[src/rtl/fft_axi_pkg.sv]
// rtl/fft_axi_pkg.sv - shared FSM encoding and AXI burst constants for the FFT AXI master
package fft_axi_pkg;

  typedef enum logic [2:0] {
    M_IDLE,
    M_AW,
    M_W,
    M_B,
    M_WAIT_CALC,
    M_AR,
    M_R,
    M_DONE
  } master_fsm_e;

  localparam logic [1:0] AXBURST_INCR = 2'b01;
  localparam logic [2:0] AXSIZE_2B    = 3'b001;
  localparam logic [2:0] AXSIZE_4B    = 3'b010;

endpackage

[src/rtl/axi_fft_master.sv]
// rtl/axi_fft_master.sv - AXI initiator: sample write burst, wait for FFT done, result read burst
// Optional handshake watchdog enabled by defining AXI_FFT_MASTER_TIMEOUT_EN.
module axi_fft_master
  import fft_axi_pkg::*;
#(
  parameter int DATA_WIDTH  = 32,
  parameter int ID_W_WIDTH  = 2,
  parameter int ID_R_WIDTH  = 2,
  parameter int TIMEOUT_CYC = 1024
) (
  input  logic                  i_clk,
  input  logic                  i_rstn,
  input  logic                  i_start,
  input  logic [7:0]            i_len,
  input  logic [11:0]           i_wbase,
  input  logic [11:0]           i_rbase,
  input  logic [ID_W_WIDTH-1:0] i_awid,
  input  logic [ID_R_WIDTH-1:0] i_arid,
  input  logic                  i_calc_done,
  input  logic [15:0]           i_smp_data,
  input  logic                  i_smp_valid,
  output logic                  o_smp_ready,
  output logic [DATA_WIDTH-1:0] o_res_data,
  output logic                  o_res_valid,
  input  logic                  i_res_ready,
  output logic [11:0]           o_AWADDR,
  output logic [7:0]            o_AWLEN,
  output logic [2:0]            o_AWSIZE,
  output logic [1:0]            o_AWBURST,
  output logic [ID_W_WIDTH-1:0] o_AWID,
  output logic                  o_AWVALID,
  input  logic                  i_AWREADY,
  output logic [15:0]           o_WDATA,
  output logic [1:0]            o_WSTRB,
  output logic                  o_WVALID,
  output logic                  o_WLAST,
  input  logic                  i_WREADY,
  input  logic                  i_BVALID,
  input  logic [ID_W_WIDTH-1:0] i_BID,
  output logic                  o_BREADY,
  output logic [11:0]           o_ARADDR,
  output logic [7:0]            o_ARLEN,
  output logic [2:0]            o_ARSIZE,
  output logic [1:0]            o_ARBURST,
  output logic [ID_R_WIDTH-1:0] o_ARID,
  output logic                  o_ARVALID,
  input  logic                  i_ARREADY,
  input  logic [DATA_WIDTH-1:0] i_RDATA,
  input  logic                  i_RVALID,
  input  logic                  i_RLAST,
  output logic                  o_RREADY,
  output logic                  o_busy,
  output logic                  o_done,
  output logic                  o_err
);

  master_fsm_e           state;
  logic [7:0]            cnt;
  logic [7:0]            len_q;
  logic [11:0]           wbase_q;
  logic [11:0]           rbase_q;
  logic [ID_W_WIDTH-1:0] awid_q;
  logic [ID_R_WIDTH-1:0] arid_q;
  logic                  awvalid_q;
  logic                  arvalid_q;
  logic                  err_q;

  logic in_w;
  logic in_r;
  logic last_cnt;

  assign in_w     = (state == M_W);
  assign in_r     = (state == M_R);
  assign last_cnt = (cnt == len_q);

  assign o_AWADDR  = wbase_q;
  assign o_AWLEN   = len_q;
  assign o_AWSIZE  = AXSIZE_2B;
  assign o_AWBURST = AXBURST_INCR;
  assign o_AWID    = awid_q;
  assign o_AWVALID = awvalid_q;

  // W and R are pure pass-throughs between the streams and the AXI port
  assign o_WVALID    = in_w & i_smp_valid;
  assign o_smp_ready = in_w & i_WREADY;
  assign o_WDATA     = in_w ? i_smp_data : 16'h0000;
  assign o_WSTRB     = 2'b11;
  assign o_WLAST     = in_w & last_cnt;

  assign o_BREADY = (state == M_B);

  assign o_ARADDR  = rbase_q;
  assign o_ARLEN   = len_q;
  assign o_ARSIZE  = AXSIZE_4B;
  assign o_ARBURST = AXBURST_INCR;
  assign o_ARID    = arid_q;
  assign o_ARVALID = arvalid_q;

  assign o_RREADY    = in_r & i_res_ready;
  assign o_res_valid = in_r & i_RVALID;
  assign o_res_data  = in_r ? i_RDATA : '0;

  assign o_busy = (state != M_IDLE);
  assign o_done = (state == M_DONE);
  assign o_err  = err_q;

`ifdef AXI_FFT_MASTER_TIMEOUT_EN
  localparam int WD_W = $clog2(TIMEOUT_CYC + 1);

  logic [WD_W-1:0] wd_cnt;
  logic            watched;
  logic            hs;

  always_comb begin
    watched = 1'b0;
    hs      = 1'b0;
    case (state)
      M_AW:    begin watched = 1'b1; hs = awvalid_q & i_AWREADY;   end
      M_W:     begin watched = 1'b1; hs = i_smp_valid & i_WREADY;  end
      M_B:     begin watched = 1'b1; hs = i_BVALID;                end
      M_AR:    begin watched = 1'b1; hs = arvalid_q & i_ARREADY;   end
      M_R:     begin watched = 1'b1; hs = i_RVALID & i_res_ready;  end
      default: begin watched = 1'b0; hs = 1'b0;                    end
    endcase
  end
`endif

  always_ff @(posedge i_clk or negedge i_rstn) begin
    if (!i_rstn) begin
      state     <= M_IDLE;
      cnt       <= 8'd0;
      len_q     <= 8'd0;
      wbase_q   <= 12'd0;
      rbase_q   <= 12'd0;
      awid_q    <= '0;
      arid_q    <= '0;
      awvalid_q <= 1'b0;
      arvalid_q <= 1'b0;
      err_q     <= 1'b0;
`ifdef AXI_FFT_MASTER_TIMEOUT_EN
      wd_cnt    <= '0;
`endif
    end else begin
      case (state)
        M_IDLE: begin
          if (i_start) begin
            len_q     <= i_len;
            wbase_q   <= i_wbase;
            rbase_q   <= i_rbase;
            awid_q    <= i_awid;
            arid_q    <= i_arid;
            err_q     <= 1'b0;
            cnt       <= 8'd0;
            awvalid_q <= 1'b1;
            state     <= M_AW;
          end
        end
        M_AW: begin
          if (i_AWREADY) begin
            awvalid_q <= 1'b0;
            cnt       <= 8'd0;
            state     <= M_W;
          end
        end
        M_W: begin
          if (i_smp_valid && i_WREADY) begin
            if (last_cnt) begin
              cnt   <= 8'd0;
              state <= M_B;
            end else begin
              cnt <= cnt + 8'd1;
            end
          end
        end
        M_B: begin
          if (i_BVALID) begin
            if (i_BID != awid_q) err_q <= 1'b1;
            state <= M_WAIT_CALC;
          end
        end
        M_WAIT_CALC: begin
          if (i_calc_done) begin
            arvalid_q <= 1'b1;
            state     <= M_AR;
          end
        end
        M_AR: begin
          if (i_ARREADY) begin
            arvalid_q <= 1'b0;
            cnt       <= 8'd0;
            state     <= M_R;
          end
        end
        M_R: begin
          // Burst length mismatch in either direction ends the read early and flags an error
          if (i_RVALID && i_res_ready) begin
            if (last_cnt) begin
              if (!i_RLAST) err_q <= 1'b1;
              state <= M_DONE;
            end else if (i_RLAST) begin
              err_q <= 1'b1;
              state <= M_DONE;
            end else begin
              cnt <= cnt + 8'd1;
            end
          end
        end
        M_DONE:  state <= M_IDLE;
        default: state <= M_IDLE;
      endcase

`ifdef AXI_FFT_MASTER_TIMEOUT_EN
      if (!watched || hs) begin
        wd_cnt <= '0;
      end else if (wd_cnt == WD_W'(TIMEOUT_CYC - 1)) begin
        wd_cnt    <= '0;
        err_q     <= 1'b1;
        awvalid_q <= 1'b0;
        arvalid_q <= 1'b0;
        state     <= M_DONE;
      end else begin
        wd_cnt <= wd_cnt + 1'b1;
      end
`endif
    end
  end

endmodule

[config.mk]
export PLATFORM = sky130hd
export DESIGN_NAME = axi_fft_master
export DESIGN_NICKNAME = d
export VERILOG_FILES = /design/src/rtl/fft_axi_pkg.sv /design/src/rtl/axi_fft_master.sv
export SDC_FILE = /design/constraint.sdc
export NUM_CORES = 1
export LEC_CHECK = 0
export CORE_MARGIN = 2
export CORE_UTILIZATION = 38
export CTS_CLUSTER_DIAMETER = 40
export DETAILED_ROUTE_END_ITERATION = 12
export GPL_ROUTABILITY_DRIVEN = 0
export PLACE_DENSITY = 0.87
export SETUP_SLACK_MARGIN = 0.05
export SLEW_MARGIN = 20
export SYNTH_ARGS = -nofsm -noshare
export SYNTH_HDL_FRONTEND = slang
export SYNTH_SLANG_ARGS = --single-unit
[constraint.sdc]
create_clock -name i_clk -period 3.8 [get_ports i_clk]
set_input_delay 0.38 -clock i_clk [delete_from_list [all_inputs] [get_ports i_clk]]
set_output_delay 0.38 -clock i_clk [all_outputs]
set_load 0.05 [all_outputs]
==> run summary, run 1 <==
Top_reg_cell synth: dfrtp_1
XOR/XNOR Fraction of Synth Area: 0.03518
Delay-heaviest family, CP: simple AND/OR/NAND/NOR gates
Total core area: 7687 um^2
Setup crit end kind: output pin
Routed WL: 8.990 mm
Arrival @ worst endpoint: 2.97 ns
Clk sink count: 50
Layout cells sized above 1: 0.04671
Num CTS Buffers: 5
Synth Area per Inst: 10.30 um^2
R2r startpoint: state[1]
Ys async rst share: 1.000
Critical path startpoint category: flop
Setup violators final: 0
Setup tns final: 0 ns
Final worst path period share: 0.8809
Grt ovf: 0
Worst path cell trace: inv_2, nor2_2, and3_1, clkdlybuf4s50_1
Synth warn: 0
Chip height: 92.67 um
Fmax achieved: 0.2987 GHz
Static Leak: 0.002127 uW
Clock Latency Late Sink: 0.31 ns
CTS H-tree lvls: 2
Yosys reg bits: 50
Initial detailed-routing violation count: 107
Compound-Gate Fraction of Synth Area: 0.08124
Relative slew margins: 0.2890
Crit path kind: flop to output pin
R2R setup slack: 1.57 ns
Netlist cell types: 49
CTS tree: done
Syn Std Cell Area: 2988 um^2
Area after DPL: 4898 um^2
WHS: 0.08435 ns
WP data required: 3.42 ns
Hold Vio Cnt, Final: 0
DR vias: 2,806
Post-CTS Setup Bufs: 0
Unrepaired setup endpoints after global routing: no
Final clock skew: 0.004198 ns
Hold buffers post-CTS: 0
I/O Buffers: 200
Post-layout nets: 569
VDD IR max: 0.0005699 V
Final min period: 3.347 ns
# IOs: 213
Register area share after synthesis: 0.4188
Status: complete, no violations
Pwr dens: 902.7 nW/um^2
Critical Path Max Stage Delay: 0.83 ns
Initial Util: 0.3887
Most common cell after layout, fill and taps aside: clkdlybuf4s50_1
Clock Tree Root: clkbuf_8
Area Growth Syn to Fin: 67.29%
WP buf/inv: 2
Adder-cell share of the synthesized area: 0.004188
DR vias/cell: 4.897
FF-to-FF End: cnt[2]
Die W: 92.67 um
Total power: 4512 uW
Detail Placement HPWL: 7.019 mm
GRT Total Usage: 0.2052
Slew @ Worst Pin: 1.065 ns
Clock-pin slew on the worst setup and hold paths: 0.10 ns
Commonest cells after routing, fill and taps aside: clkdlybuf4s50_1 (199), dfrtp_1 (49), and3_1 (36), mux2_1 (36), and2_1 (18)
Final instance area: 4999 um^2
Largest family of logic cells by synthesized area: simple AND/OR/NAND/NOR gates
CTS max path bufs: 2
Post-cts gate resize count: 0
Pin count of the biggest net entering global routing: 51
Initial antenna violation count: 0
Simple-gate share of the synthesized area: 0.2056
Max stage delay cell, worst path: clkdlybuf4s50_1
Max_cap viols: 0
Max Slew Vio Count: 0
Post-Syn Instances: 290
Vias in the first global route: 2,820
Hold Path Class: input pin to asynchronous set/reset pin
EDFF count, synth: 0
WP depth: 4
Global-route wire length before repair: 14.05 mm
Die area: 8588 um^2
Router iterations before antenna repair: 4
Post-synthesis mux area share: 0.1491
Cells on worst reg2reg path: 6
Drt drc: 0
Critical Path Fanout Max: 35
Antenna Cells: 0
Antenna Violating Nets Remaining: 0
Num rows: 32
Final core occ: 0.6502
Wire length per cell: 15.69 um
## through the flow
stage	setup slack, ns	cells
after floorplan	0.9836	300
after global placement	0.9662	565
after detailed placement	0.8823	565
after CTS	0.5237	573
after global routing	0.2892	573
final	0.4526	573
## cell usage after synthesis (2+ instances only)
library cell | number | share of area
dfrtp_1 | 50 | 0.42
and3_1 | 36 | 0.075
mux2_1 | 36 | 0.14
buf_4 | 20 | 0.050
and2_1 | 18 | 0.038
nand2_1 | 13 | 0.016
nor2_1 | 12 | 0.015
xnor2_1 | 10 | 0.029
clkbuf_1 | 8 | 0.010
inv_1 | 8 | 0.010
buf_6 | 6 | 0.023
nand3_1 | 6 | 0.010
nor3_1 | 5 | 0.0084
o21ai_0 | 5 | 0.0084
mux2i_1 | 4 | 0.013
nand4_1 | 4 | 0.0084
a31oi_1 | 3 | 0.0063
buf_2 | 3 | 0.0050
nand2b_1 | 3 | 0.0063
o2111ai_1 | 3 | 0.0088
o211ai_1 | 3 | 0.0075
a21oi_1 | 2 | 0.0034
conb_1 | 2 | 0.0025
o21ai_1 | 2 | 0.0034
o31ai_1 | 2 | 0.0050
or3_1 | 2 | 0.0042
xor2_1 | 2 | 0.0059
## final cells by class
| class | count | area, um^2 |
|---|---|---|
| multi-input cells | 201 | 1468 |
| clock inverters | 2 | 16.27 |
| inverters | 10 | 37.54 |
| fillers | 615 | 2689 |
| repair buffers | 202 | 2014 |
| well taps | 102 | 127.6 |
| clock buffers | 6 | 82.58 |
| flip-flops and latches | 50 | 1252 |
## layer usage
layer  share of wire  up-vias  wire (um)  track usage
met5               0        -          0            0
met4           0.014        0        129      0.05270
met3           0.060       13        541      0.04638
met2            0.52      113       4674       0.3613
met1            0.41     1338       3644       0.2543
li1                -     1342          -            -
## kinds of logic after synthesis
| logic type | Yosys count |
|---|---|
| DFF | 50 |
| AOI/OAI and AO/OA | 31 |
| and+or+nand+nor | 105 |
| other | 2 |
| buffers and inverters | 49 |
| muxes | 40 |
| xor gates and xnor gates | 12 |
| adders and majority gates | 1 |
## worst max path at each step
stage,from,end,slack [ns]
2_1_floorplan,o_ARLEN[4],o_WLAST,0.98
3_3_place_gp,state[1],o_RREADY,0.97
3_5_place_dp,state[1],o_RREADY,0.88
4_1_cts,state[1],o_RREADY,0.52
5_1_grt,state[1],o_RREADY,0.29
6_report,state[1],o_RREADY,0.45
## state kept, by name, summed over array words and instances, names as in the netlist
name	count
o_err	1
o_AWID	2
o_ARADDR	12
o_ARVALID	1
o_AWADDR	12
state	3
o_AWVALID	1
o_ARLEN	8
o_ARID	2
cnt	8
## report_power, final
part	switching (uW)	internal [uW]
Sequential	267	784
Combinational	2010	1110
Clock	187	150
Total	2470	2050
No activity file was read; power rests on OpenSTA's default activity.
==> run 2: changes to the inputs <==
--- a/config.mk
+++ b/config.mk
@@ -9,4 +9,5 @@
 export CORE_UTILIZATION = 38
 export CTS_CLUSTER_DIAMETER = 40
+export CTS_CLUSTER_SIZE = 30
 export DETAILED_ROUTE_END_ITERATION = 12
 export GPL_ROUTABILITY_DRIVEN = 0
==> constraint.sdc (replaced) <==
create_clock -name i_clk -period 3.8 [get_ports i_clk]
set_input_delay 0.38 -clock i_clk [delete_from_list [all_inputs] [get_ports i_clk]]
set_output_delay 0.38 -clock i_clk [all_outputs]
set_load 0.01 [all_outputs]
==> run 2 against run 1 <==
Effect of this change: fmax increased by 9.7%; hold slack improved by 0.020 ns; core utilization decreased by 0.065 points; die area unchanged; combinational power decreased by 36%; non-clock buffer count unchanged; clock power decreased by 3%; critical path depth unchanged; flip-flop and latch count unchanged; highest routed layer unchanged; cell count unchanged; largest cell class unchanged.
==> run summary, run 2 (synthesized netlist as in run 1, its figures left out) <==
Layout cells sized above 1: 0.04459 (-0.002123)
Routed WL: 9.074 mm (+0.93%)
Static Leak: 0.002127 uW (about the same)
Critical path startpoint category: flop
DR vias: 2,747 (-2.1%)
Arrival @ worst endpoint: 2.67 ns (-0.30 ns)
VDD IR max: 0.0003464 V (-39%)
Final instance area: 4994 um^2 (-0.10%)
Initial detailed-routing violation count: 122 (+14%)
Fmax achieved: 0.3277 GHz (+9.7%)
Clock-pin slew on the worst setup and hold paths: 0.09 ns (about the same)
Commonest cells after routing, fill and taps aside: clkdlybuf4s50_1 (199), dfrtp_1 (50), and3_1 (36), mux2_1 (36), and2_1 (18)
Slew @ Worst Pin: 1.073 ns (+0.007835 ns)
WP buf/inv: 2 (unchanged)
Worst path cell trace: inv_2, nor2_2, and3_1, clkdlybuf4s50_1
Status: complete, no violations
Num CTS Buffers: 5 (unchanged)
Die area: 8588 um^2 (unchanged)
Setup violators final: 0 (unchanged)
Final min period: 3.052 ns (-0.2954 ns)
CTS max path bufs: 2 (unchanged)
DR vias/cell: 4.794 (-2.1%)
Max stage delay cell, worst path: nor2_2
Die W: 92.67 um (unchanged)
Total power: 3321 uW (-26%)
Router iterations before antenna repair: 4 (unchanged)
Total core area: 7687 um^2 (unchanged)
Final worst path period share: 0.8032 (-0.07774)
Pin count of the biggest net entering global routing: 51 (unchanged)
Post-cts gate resize count: 0 (unchanged)
Clk sink count: 50 (unchanged)
Critical Path Fanout Max: 35 (unchanged)
Hold buffers post-CTS: 0 (unchanged)
FF-to-FF End: cnt[7]
Delay-heaviest family, CP: simple AND/OR/NAND/NOR gates
Detail Placement HPWL: 7.055 mm (+0.52%)
R2r startpoint: state[0]
Critical Path Max Stage Delay: 0.83 ns (about the same)
Wire length per cell: 15.84 um (+0.93%)
GRT Total Usage: 0.2023 (-0.002836)
Area after DPL: 4898 um^2 (unchanged)
Antenna Violating Nets Remaining: 0 (unchanged)
Max Slew Vio Count: 0 (unchanged)
WP data required: 3.42 ns (about the same)
Initial Util: 0.3887 (unchanged)
Crit path kind: flop to output pin
Grt ovf: 0 (unchanged)
Global-route wire length before repair: 14.01 mm (-0.29%)
R2R setup slack: 1.51 ns (-0.06 ns)
Relative slew margins: 0.2838 (-0.005229)
Clock Latency Late Sink: 0.30 ns (about the same)
Hold Vio Cnt, Final: 0 (unchanged)
Final clock skew: 0.007619 ns (+0.003421 ns)
Vias in the first global route: 2,744 (-2.7%)
Most common cell after layout, fill and taps aside: clkdlybuf4s50_1
Unrepaired setup endpoints after global routing: no
I/O Buffers: 200 (unchanged)
Hold Path Class: input pin to asynchronous set/reset pin
Num rows: 32 (unchanged)
Initial antenna violation count: 0 (unchanged)
Antenna Cells: 0 (unchanged)
Clock Tree Root: clkbuf_8
CTS tree: done
Max_cap viols: 0 (unchanged)
Drt drc: 0 (unchanged)
Cells on worst reg2reg path: 5 (-1)
Post-CTS Setup Bufs: 0 (unchanged)
# IOs: 213 (unchanged)
Post-layout nets: 569 (unchanged)
Area Growth Syn to Fin: 67.13%
Chip height: 92.67 um (unchanged)
Final core occ: 0.6496 (-0.0006510)
CTS H-tree lvls: 2 (unchanged)
Setup crit end kind: output pin
Setup tns final: 0 ns (unchanged)
Pwr dens: 665.1 nW/um^2 (-26%)
==> run 2: routing by layer <==
layer  global-route usage  up-vias  share of wire
li1                     -     1336              -
met3              0.05452        6          0.073
met1               0.2668     1288           0.41
met4              0.02819        0         0.0047
met5                    0        -              0
met2               0.3431      117           0.51
==> run 2: worst register-to-register path: stages, from the launching register on <==
cell     delay [ns]
dfrtp_1        0.55
nor3b_2        0.77
a32oi_2        0.21
and3_4         0.29
a41o_1         0.22
a21o_1         0.15
==> run 2: where the power goes <==
group / switching (uW) / internal (uW) / leakage [uW]
sequential: 219 / 784 / 0.000604
combinational: 877 / 1120 / 0.00148
clock: 179 / 147 / 0.0000472
==> run 2: worst max-delay path by stage <==
stage | from | to | cells after the start
after global routing | state[1] | o_RREADY | 4
after floorplan | o_ARLEN[4] | o_WLAST | 5
final | state[1] | o_RREADY | 4
after CTS | state[1] | o_RREADY | 4
after detailed placement | state[1] | o_RREADY | 4
after global placement | state[1] | o_RREADY | 4
==> run 2: cell type report <==
class | instances | area [um^2]
repair buffers | 202 | 2014
fillers | 600 | 2694
clock inverters | 2 | 12.51
flip-flops and latches | 50 | 1251
clock buffers | 6 | 82.58
multi-input cells | 201 | 1468
well taps | 102 | 127.6
inverters | 10 | 37.54
==> run 2: metrics by stage <==
stage / hold WS, ns / setup WS, ns / cells
2_1_floorplan: 0.08441 / 2.011 / 300
3_3_place_gp: 0.4659 / 1.265 / 565
3_5_place_dp: 0.4516 / 1.159 / 565
4_1_cts: 0.1192 / 0.8086 / 573
5_1_grt: 0.1484 / 0.6111 / 573
6_report: 0.1045 / 0.7480 / 573
==> run 3: changes to the inputs <==
Settings changed: CORE_UTILIZATION 38 to 32, PLACE_DENSITY 0.87 to 0.78.
Clock period 3.8 ns to 2.8 ns, I/O delays scaled along.
==> run 3 against run 2 <==
Effect of this change: the flow now finishes with violations (hold timing); global-route usage down 3.6 points; clock skew down 0.0011 ns; non-clock buffer count up 2; die area up 18%; first-iteration DRC count up 31%; combinational power up 37%.
==> run summary, run 3 (synthesized netlist as in run 1, its figures left out) <==
Hold Path Class: input pin to asynchronous set/reset pin
Die W: 100.6 um (+8.6%)
Global-route wire length before repair: 13.38 mm (-4.5%)
Inst Count DP: 576 (+1.9%)
Final worst path period share: 0.9176
WHS: -0.004694 ns (-0.1092 ns)
Initial Util: 0.3265 (-0.06222)
Setup tns final: 0 ns (unchanged)
Antenna Violating Nets Remaining: 0 (unchanged)
Clock-pin slew on the worst setup and hold paths: 0.10 ns (about the same)
Clock Latency Late Sink: 0.31 ns (about the same)
Chip height: 100.6 um (+8.6%)
Layout cells sized above 1: 0.05074 (+0.006154)
Failing checks: hold timing
Wire length per cell: 15.13 um (-4.5%)
CTS H-tree lvls: 2 (unchanged)
Relative slew margins: 0.5678 (+0.2841)
Setup crit end kind: output pin
Die area: 10,130 um^2 (+18%)
Grt ovf: 0 (unchanged)
# IOs: 213 (unchanged)
Clk sink count: 50 (unchanged)
Num rows: 35 (+9.4%)
Post-CTS Setup Bufs: 0 (unchanged)
Hold Vio Cnt, Final: 9 (+9)
DR vias: 2,839 (+3.3%)
Clock Tree Root: clkbuf_8
Drt drc: 0 (unchanged)
Initial detailed-routing violation count: 160 (+31%)
Post-layout nets: 571 (+0.35%)
Detail Placement HPWL: 7.010 mm (-0.64%)
Area Growth Syn to Fin: 68.59%
Critical path startpoint category: flop
Pwr dens: 905.0 nW/um^2 (+36%)
Crit path kind: flop to output pin
Final clock skew: 0.006552 ns (-0.001068 ns)
Antenna Cells: 0 (unchanged)
Commonest cells after routing, fill and taps aside: clkdlybuf4s50_1 (199), dfrtp_1 (50), and3_1 (36), mux2_1 (36), and2_1 (18)
DR vias/cell: 4.861 (+1.4%)
I/O Buffers: 200 (unchanged)
Unrepaired setup endpoints after global routing: no
Most common cell after layout, fill and taps aside: clkdlybuf4s50_1
CTS max path bufs: 2 (unchanged)
Final Non-Filler Cells: 584 (+1.9%)
WP data required: 2.52 ns (-0.90 ns)
Critical Path Fanout Max: 11 (-69%)
Routed WL: 8.834 mm (-2.6%)
Fmax achieved: 0.3892 GHz
Final min period: 2.569 ns
Initial antenna violation count: 0 (unchanged)
Setup violators final: 0 (unchanged)
Arrival @ worst endpoint: 2.29 ns (-0.38 ns)
GRT Total Usage: 0.1661 (-0.03619)
Slew @ Worst Pin: 0.6483 ns (-0.4249 ns)
Max_cap viols: 0 (unchanged)
Total core area: 9153 um^2 (+19%)
Vias in the first global route: 2,795 (+1.9%)
CTS tree: done
Router iterations before antenna repair: 4 (unchanged)
Static Leak: 0.002146 uW (+0.89%)
VDD IR max: 0.0005276 V (+52%)
Max Slew Vio Count: 0 (unchanged)
Status: complete, but fails checks
Num CTS Buffers: 5 (unchanged)
Pin count of the biggest net entering global routing: 51 (unchanged)
run 3: cell count changes in the layout (fill, tap and decap cells not counted), sizes merged:
| cell | before | now |
|---|---|---|
| buf | 3 | 5 |
| clkbuf | 6 | 5 |
| clkinv | 2 | 3 |
| clkinvlp | 1 | 0 |
| inv | 9 | 10 |
run 3: area by class of cell:
type                    count  area [um^2]
clock buffers               5        68.82
repair buffers            204         2042
multi-input cells         201         1470
fillers                   808         4115
well taps                 111        138.9
clock inverters             3        28.78
flip-flops and latches     50         1251
inverters                  10        37.54
run 3: metal layers:
metal,wire (um),global-route usage,part of all wire,vias up
li1,-,-,-,1339
met1,3288,0.1773,0.37,1322
met2,4336,0.2964,0.49,164
met3,1032,0.06657,0.12,14
met4,176,0.05690,0.020,0
met5,0,0,0,-
run 3: timing repair:
action,4_1_cts,5_1_grt
setup endpoints to repair,0,1
hold buffers,0,0
resized for setup,0,1
run 3: where the power goes:
| part | internal [uW] | total (uW) | switching (uW) |
|---|---|---|---|
| clock network | 186 | 454 | 268 |
| registers | 1060 | 1380 | 313 |
| logic | 1550 | 2730 | 1170 |
run 3: worst max-delay path, cell delays in order (launching register included):
cell and delay (ns):
dfrtp_1 0.46, xnor2_1 0.19, nand4_1 0.20, or2_4 0.35
nor3_1 0.19, clkdlybuf4s50_1 0.60
run 3: through the flow:
step             util  cell area [um^2]  setup slack, ns  total power [uW]
6_report       0.5504              5037           0.2306              4559
4_1_cts        0.5501              5035           0.1088              4615
2_1_floorplan       -              3025            1.105              2820
3_5_place_dp   0.5394              4937           0.4771              4132
3_3_place_gp   0.5392              4935           0.5551              4071
5_1_grt        0.5504              5037          0.09701              4875
run 3: final timing paths:
check                       startpoint  cells after the start  slack [ns]           to
max                             cnt[6]                      5        0.23      o_WLAST
min                             i_rstn                      1      -0.005  o_ARADDR[6]
max reg2reg                   state[2]                      6        0.68       cnt[7]
min reg2reg                o_AWADDR[1]                      1        0.49  o_AWADDR[1]
max in group asynchronous       i_rstn                      1        2.38     state[2]
min in group i_clk         o_AWADDR[1]                      1        0.49  o_AWADDR[1]
